**src/rtl/wb_flash_arbiter.sv**
```systemverilog
// Two-master Wishbone arbiter in front of the flash emulator: round-robin grant
// held for the owner's whole cycle, with a watchdog that errors unanswered strobes.
module wb_flash_arbiter #(
    parameter int unsigned TIMEOUT = 16
) (
    input  logic        clk_i,
    input  logic        rst_ni,

    input  logic        m0_cyc_i,
    input  logic        m0_stb_i,
    input  logic        m0_we_i,
    input  logic [31:0] m0_adr_i,
    input  logic [3:0]  m0_sel_i,
    input  logic [31:0] m0_dat_i,
    output logic [31:0] m0_dat_o,
    output logic        m0_ack_o,
    output logic        m0_err_o,
    output logic        m0_rty_o,

    input  logic        m1_cyc_i,
    input  logic        m1_stb_i,
    input  logic        m1_we_i,
    input  logic [31:0] m1_adr_i,
    input  logic [3:0]  m1_sel_i,
    input  logic [31:0] m1_dat_i,
    output logic [31:0] m1_dat_o,
    output logic        m1_ack_o,
    output logic        m1_err_o,
    output logic        m1_rty_o,

    output logic        s_cyc_o,
    output logic        s_stb_o,
    output logic        s_we_o,
    output logic [31:0] s_adr_o,
    output logic [3:0]  s_sel_o,
    output logic [31:0] s_dat_o,
    input  logic [31:0] s_dat_i,
    input  logic        s_ack_i,
    input  logic        s_err_i,
    input  logic        s_rty_i,

    output logic [1:0]  grant_o
);

    localparam int unsigned CNT_W = (TIMEOUT == 0) ? 1 : $clog2(TIMEOUT + 1);

    // One-hot encoding so the state doubles as the grant vector.
    typedef enum logic [1:0] {
        IDLE = 2'b00,
        OWN0 = 2'b01,
        OWN1 = 2'b10
    } state_t;

    state_t             state_q, state_d;
    logic               last_q, last_d;
    logic [CNT_W-1:0]   cnt_q, cnt_d;

    logic               owner_req;
    logic               slv_resp;
    logic               timeout_hit;

    assign owner_req = ((state_q == OWN0) && m0_cyc_i && m0_stb_i) ||
                       ((state_q == OWN1) && m1_cyc_i && m1_stb_i);
    assign slv_resp  = s_ack_i | s_err_i | s_rty_i;

    // A slave response in the limit cycle takes precedence over the watchdog.
    assign timeout_hit = (TIMEOUT != 32'd0) && owner_req && !slv_resp &&
                         (cnt_q == CNT_W'(TIMEOUT));

    // State register
    always_ff @(posedge clk_i or negedge rst_ni) begin
        if (!rst_ni) begin
            state_q <= IDLE;
            last_q  <= 1'b1;
            cnt_q   <= '0;
        end else begin
            state_q <= state_d;
            last_q  <= last_d;
            cnt_q   <= cnt_d;
        end
    end

    // Next-state, last-owner and watchdog update
    always_comb begin
        state_d = state_q;
        last_d  = last_q;
        cnt_d   = '0;

        case (state_q)
            IDLE: begin
                if (m0_cyc_i && m1_cyc_i) begin
                    state_d = last_q ? OWN0 : OWN1;
                end else if (m0_cyc_i) begin
                    state_d = OWN0;
                end else if (m1_cyc_i) begin
                    state_d = OWN1;
                end
            end
            OWN0:    if (!m0_cyc_i) state_d = IDLE;
            OWN1:    if (!m1_cyc_i) state_d = IDLE;
            default: state_d = IDLE;
        endcase

        if (state_q == IDLE && state_d == OWN0) last_d = 1'b0;
        if (state_q == IDLE && state_d == OWN1) last_d = 1'b1;

        if ((TIMEOUT != 32'd0) && (state_d == state_q) && owner_req &&
            !slv_resp && !timeout_hit) begin
            cnt_d = cnt_q + CNT_W'(1);
        end
    end

    // Routing between the owner and the slave
    always_comb begin
        s_cyc_o  = 1'b0;
        s_stb_o  = 1'b0;
        s_we_o   = 1'b0;
        s_adr_o  = '0;
        s_sel_o  = '0;
        s_dat_o  = '0;
        m0_dat_o = '0;
        m0_ack_o = 1'b0;
        m0_err_o = 1'b0;
        m0_rty_o = 1'b0;
        m1_dat_o = '0;
        m1_ack_o = 1'b0;
        m1_err_o = 1'b0;
        m1_rty_o = 1'b0;
        grant_o  = state_q;

        case (state_q)
            OWN0: begin
                s_cyc_o  = m0_cyc_i;
                s_stb_o  = m0_stb_i & ~timeout_hit;
                s_we_o   = m0_we_i;
                s_adr_o  = m0_adr_i;
                s_sel_o  = m0_sel_i;
                s_dat_o  = m0_dat_i;
                m0_dat_o = s_dat_i;
                m0_ack_o = s_ack_i;
                m0_err_o = s_err_i | timeout_hit;
                m0_rty_o = s_rty_i;
            end
            OWN1: begin
                s_cyc_o  = m1_cyc_i;
                s_stb_o  = m1_stb_i & ~timeout_hit;
                s_we_o   = m1_we_i;
                s_adr_o  = m1_adr_i;
                s_sel_o  = m1_sel_i;
                s_dat_o  = m1_dat_i;
                m1_dat_o = s_dat_i;
                m1_ack_o = s_ack_i;
                m1_err_o = s_err_i | timeout_hit;
                m1_rty_o = s_rty_i;
            end
            default: ;
        endcase
    end

endmodule

```
**config.mk**
```make
export PLATFORM = sky130hd
export DESIGN_NAME = wb_flash_arbiter
export DESIGN_NICKNAME = d
export VERILOG_FILES = /design/src/rtl/wb_flash_arbiter.sv
export SDC_FILE = /design/constraint.sdc
export NUM_CORES = 1
export LEC_CHECK = 0
export BUFFER_PORTS_ARGS = -buffer_cell sky130_fd_sc_hd__buf_2
export CAP_MARGIN = 25
export CORE_AREA = 2 2 123 125
export CTS_BUF_LIST = sky130_fd_sc_hd__clkbuf_8 sky130_fd_sc_hd__clkbuf_16
export DETAILED_ROUTE_END_ITERATION = 12
export DIE_AREA = 0 0 125 127
export GPL_TIMING_DRIVEN = 0
export PLACE_DENSITY = 0.49
export SYNTH_ARGS = -nofsm -noshare
export SYNTH_HDL_FRONTEND = slang
export SYNTH_SLANG_ARGS = --single-unit
```
**constraint.sdc**
```tcl
create_clock -name clk_i -period 5 [get_ports clk_i]
set_input_delay 0.75 -clock clk_i [delete_from_list [all_inputs] [get_ports clk_i]]
set_output_delay 0.75 -clock clk_i [all_outputs]
set_load 0.01 [all_outputs]
```
==> flow_summary.toml <==
[run_status]
outcome = "completed"

[cts]
hold_buffers = 0
post-cts-setup-buffers = 0
tritoncts = "yes"
root_buffer = "clkbuf_16"
cts_sinks = 8
cts-buffers-inserted = 3
htree_levels = 1
clk_pin_slew_ns = 0.04
clockBufferDepth = 2
clk_latency_ns = 0.23
ctsResizeCount = 0

[logic_synthesis]
yosys_warnings = 0
ys_ff_latch = 8
syn_area_per_cell_um2 = 6.953
synth_fp_nets = 492
synth_cells = 307
seq_area_frac_synth_pct = 9.437
synthesis.area_um2 = 2135
synth_cell_types = 38

[timing]
period_needed_ns = 3.191
worst_slew_pin_slew_ns = 0.6649
drv_slew = 0
max-slew-margin-rel_pct = 55.67
setup_tns_ns = 0
period_share_pct = 63.83
skew_ns = 0.004390
grt_setup_unrepaired = "false"
hold_viol_final = 0
setup_viol = 0
fmax_mhz = 313.3

[floorplan]
dieWidth_um = 125
coreArea_um2 = 14420
ioPinCount = 322
rows = 44
die-area_um2 = 15880
chipHeight_um = 127
start_util_pct = 14.80

[route]
wl_per_cell_um = 15.41
ant_nets = 0
drc = 0
vias = 3463
avgViaCountPerCell = 4.249
routed_wl_mm = 12.56
drt-initial-drc-count = 108
drtPass1Iterations = 6

[global_route]
grt_max_degree = 11
first_global_vias = 3390
grt_pass1_wl_mm = 18.74
overflow = 0
antenna_found_initial = 0
track_usage_pct = 14.50

[power_and_ir_drop]
p_clk_share_pct = 7.7
sw_frac_of_total_pct = 52.16
power.internal_w = 0.0008497
pwr_density_cell_nw_per_um2 = 439.1
combPwrFrac_pct = 86.9
p_sw_w = 0.0009265
seqPwrFrac_pct = 5.4
p_leak_nw = 2.207
vdd_drop_max_uv = 153.3

[worst_setup_path]
cp-start-kind = "flop"
crit_top_cell = "buf_2"
end_kind = "primary output"
path_depth = 8
critPathRequiredTime_ns = 4.25
r2r_slack_ns = 3.02
crit_buf_inv = 5
criticalPathCategory = "reg -> out"
crit_arrival_ns = 2.44
cpMaxStageDelayCell = "dfrtp_1"
worstPathCellList = "inv_1, ha_1, buf_2, buf_2, buf_1, a22oi_1, nor2b_1, buf_2"
cpPeakStageDelay_ns = 0.46
crit_fanout = 10
critPathTopFamily = "buffers and inverters"
r2r_cells = 7

[placement]
portBuffers = 320
gp_congestion = 0.8394
hpwl_mm = 10.82

[flow_run]
drv_cap = 0

[hold_path]
hold_path_class = "in -> async"

[final_layout]
area_growth_pct = 89.51
drive_gt1_share_pct = 52.93
antenna_cells = 0
num-nets-final = 817
utilization_pct = 28.04
-- logic make-up after synthesis --
kind of cell               share of synthesized area, %
buffers and inverters                             7.093
adders and majority gates                         3.517
and+or+nand+nor                                   47.54
xor gates and xnor gates                          1.231
AOI/OAI and AO/OA                                 31.18
DFF                                               9.438
-- layer usage --
layer	track usage [%]	up-vias	wire length [um]
met2	26.44	190	6220
met4	0.7190	0	26
met5	0	-	0
met3	3.224	4	1019
li1	-	1726	-
met1	18.42	1543	5289
-- cell type report --
class	count	area, um2
timing repair buffer	320	1602
tap	184	230.2
inverter	6	22.52
clock buffer	3	75.07
clock inverter	1	3.754
fill	1691	10380
multi-input combinational	261	1782
sequential	8	201.4
buffer	32	128.9
-- sequential cells by signal, indices dropped and copies added (netlist names) --
| name | flops |
|---|---|
| grant_o | 2 |
| cnt_q | 5 |
| last_q | 1 |
-- final timing paths --
check | from | to
worst min-delay path | rst_ni | cnt_q[0]$_DFF_PN0_
worst min register to register | cnt_q[0]$_DFF_PN0_ | cnt_q[0]$_DFF_PN0_
worst max-delay path | grant_o[1]$_DFF_PN0_ | s_dat_o[23]
worst max register to register | grant_o[1]$_DFF_PN0_ | last_q$_DFFE_PN1P_
min in group clk_i | cnt_q[0]$_DFF_PN0_ | cnt_q[0]$_DFF_PN0_
max in group asynchronous | rst_ni | last_q$_DFFE_PN1P_
-- cell usage in the layout, fill, tap and decap left out, drive strengths merged, types with 5 or more instances in the layout --
cell type	Yosys	layout
buf	11	331
a22oi	69	69
nor2b	73	73
nor3	6	6
dfrtp	7	7
ha	6	6
nor2	5	5
and2	69	69
clkbuf	21	24
inv	6	7
-- stage by stage --
step / hold WS [ns] / cell area [um2] / setup WS (ns) / instances / power [W]
global placement: 0.4923 / 3966 / 1.986 / 811 / 0.001665
detailed placement: 0.4902 / 3966 / 1.978 / 811 / 0.001653
floorplan: 0.4544 / 2135 / 2.567 / 307 / 0.001038
global route: 0.3571 / 4045 / 1.512 / 815 / 0.001962
CTS: 0.3578 / 4045 / 1.722 / 815 / 0.001800
finish: 0.3529 / 4045 / 1.809 / 815 / 0.001776
-- power by group through the flow --
stage | Combinational (W) | Clock, W | Sequential, W
global route | 0.00171 | 0.000149 | 0.0000989
finish | 0.00154 | 0.000137 | 0.0000952
CTS | 0.00156 | 0.000140 | 0.0000959
global placement | 0.00157 | 0 | 0.0000972
floorplan | 0.000943 | 0 | 0.0000948
detailed placement | 0.00156 | 0 | 0.0000971
-- synthesized netlist by cell type (all sizes together) --
master | instances | area (um2)
nor4bb | 1 | 10.01
a22oi | 69 | 518.0
nand3 | 2 | 10.01
nor2b | 73 | 456.7
clkbuf | 21 | 78.83
inv | 6 | 22.52
nor3b | 1 | 7.510
a21oi | 3 | 15.01
a221oi | 1 | 15.01
a32oi | 2 | 25.03
o21ai | 3 | 15.01
nand2 | 1 | 3.750
and2 | 69 | 434.2
o21ba | 1 | 10.01
a21boi | 1 | 7.510
buf | 11 | 50.05
dfstp | 1 | 26.28
a31oi | 1 | 6.260
xor2 | 2 | 17.52
nor4 | 1 | 6.260
o311ai | 1 | 8.760
or4 | 1 | 11.26
dfrtp | 7 | 175.2
a21o | 1 | 7.510
o211ai | 2 | 15.01
o21a | 1 | 7.510
nor2 | 5 | 18.77
nand2b | 3 | 18.77
o31ai | 2 | 15.01
xnor2 | 1 | 8.760
nor3 | 6 | 30.03
ha | 6 | 75.07
or2b | 1 | 7.510
No activity file was read; power rests on OpenSTA's default activity.
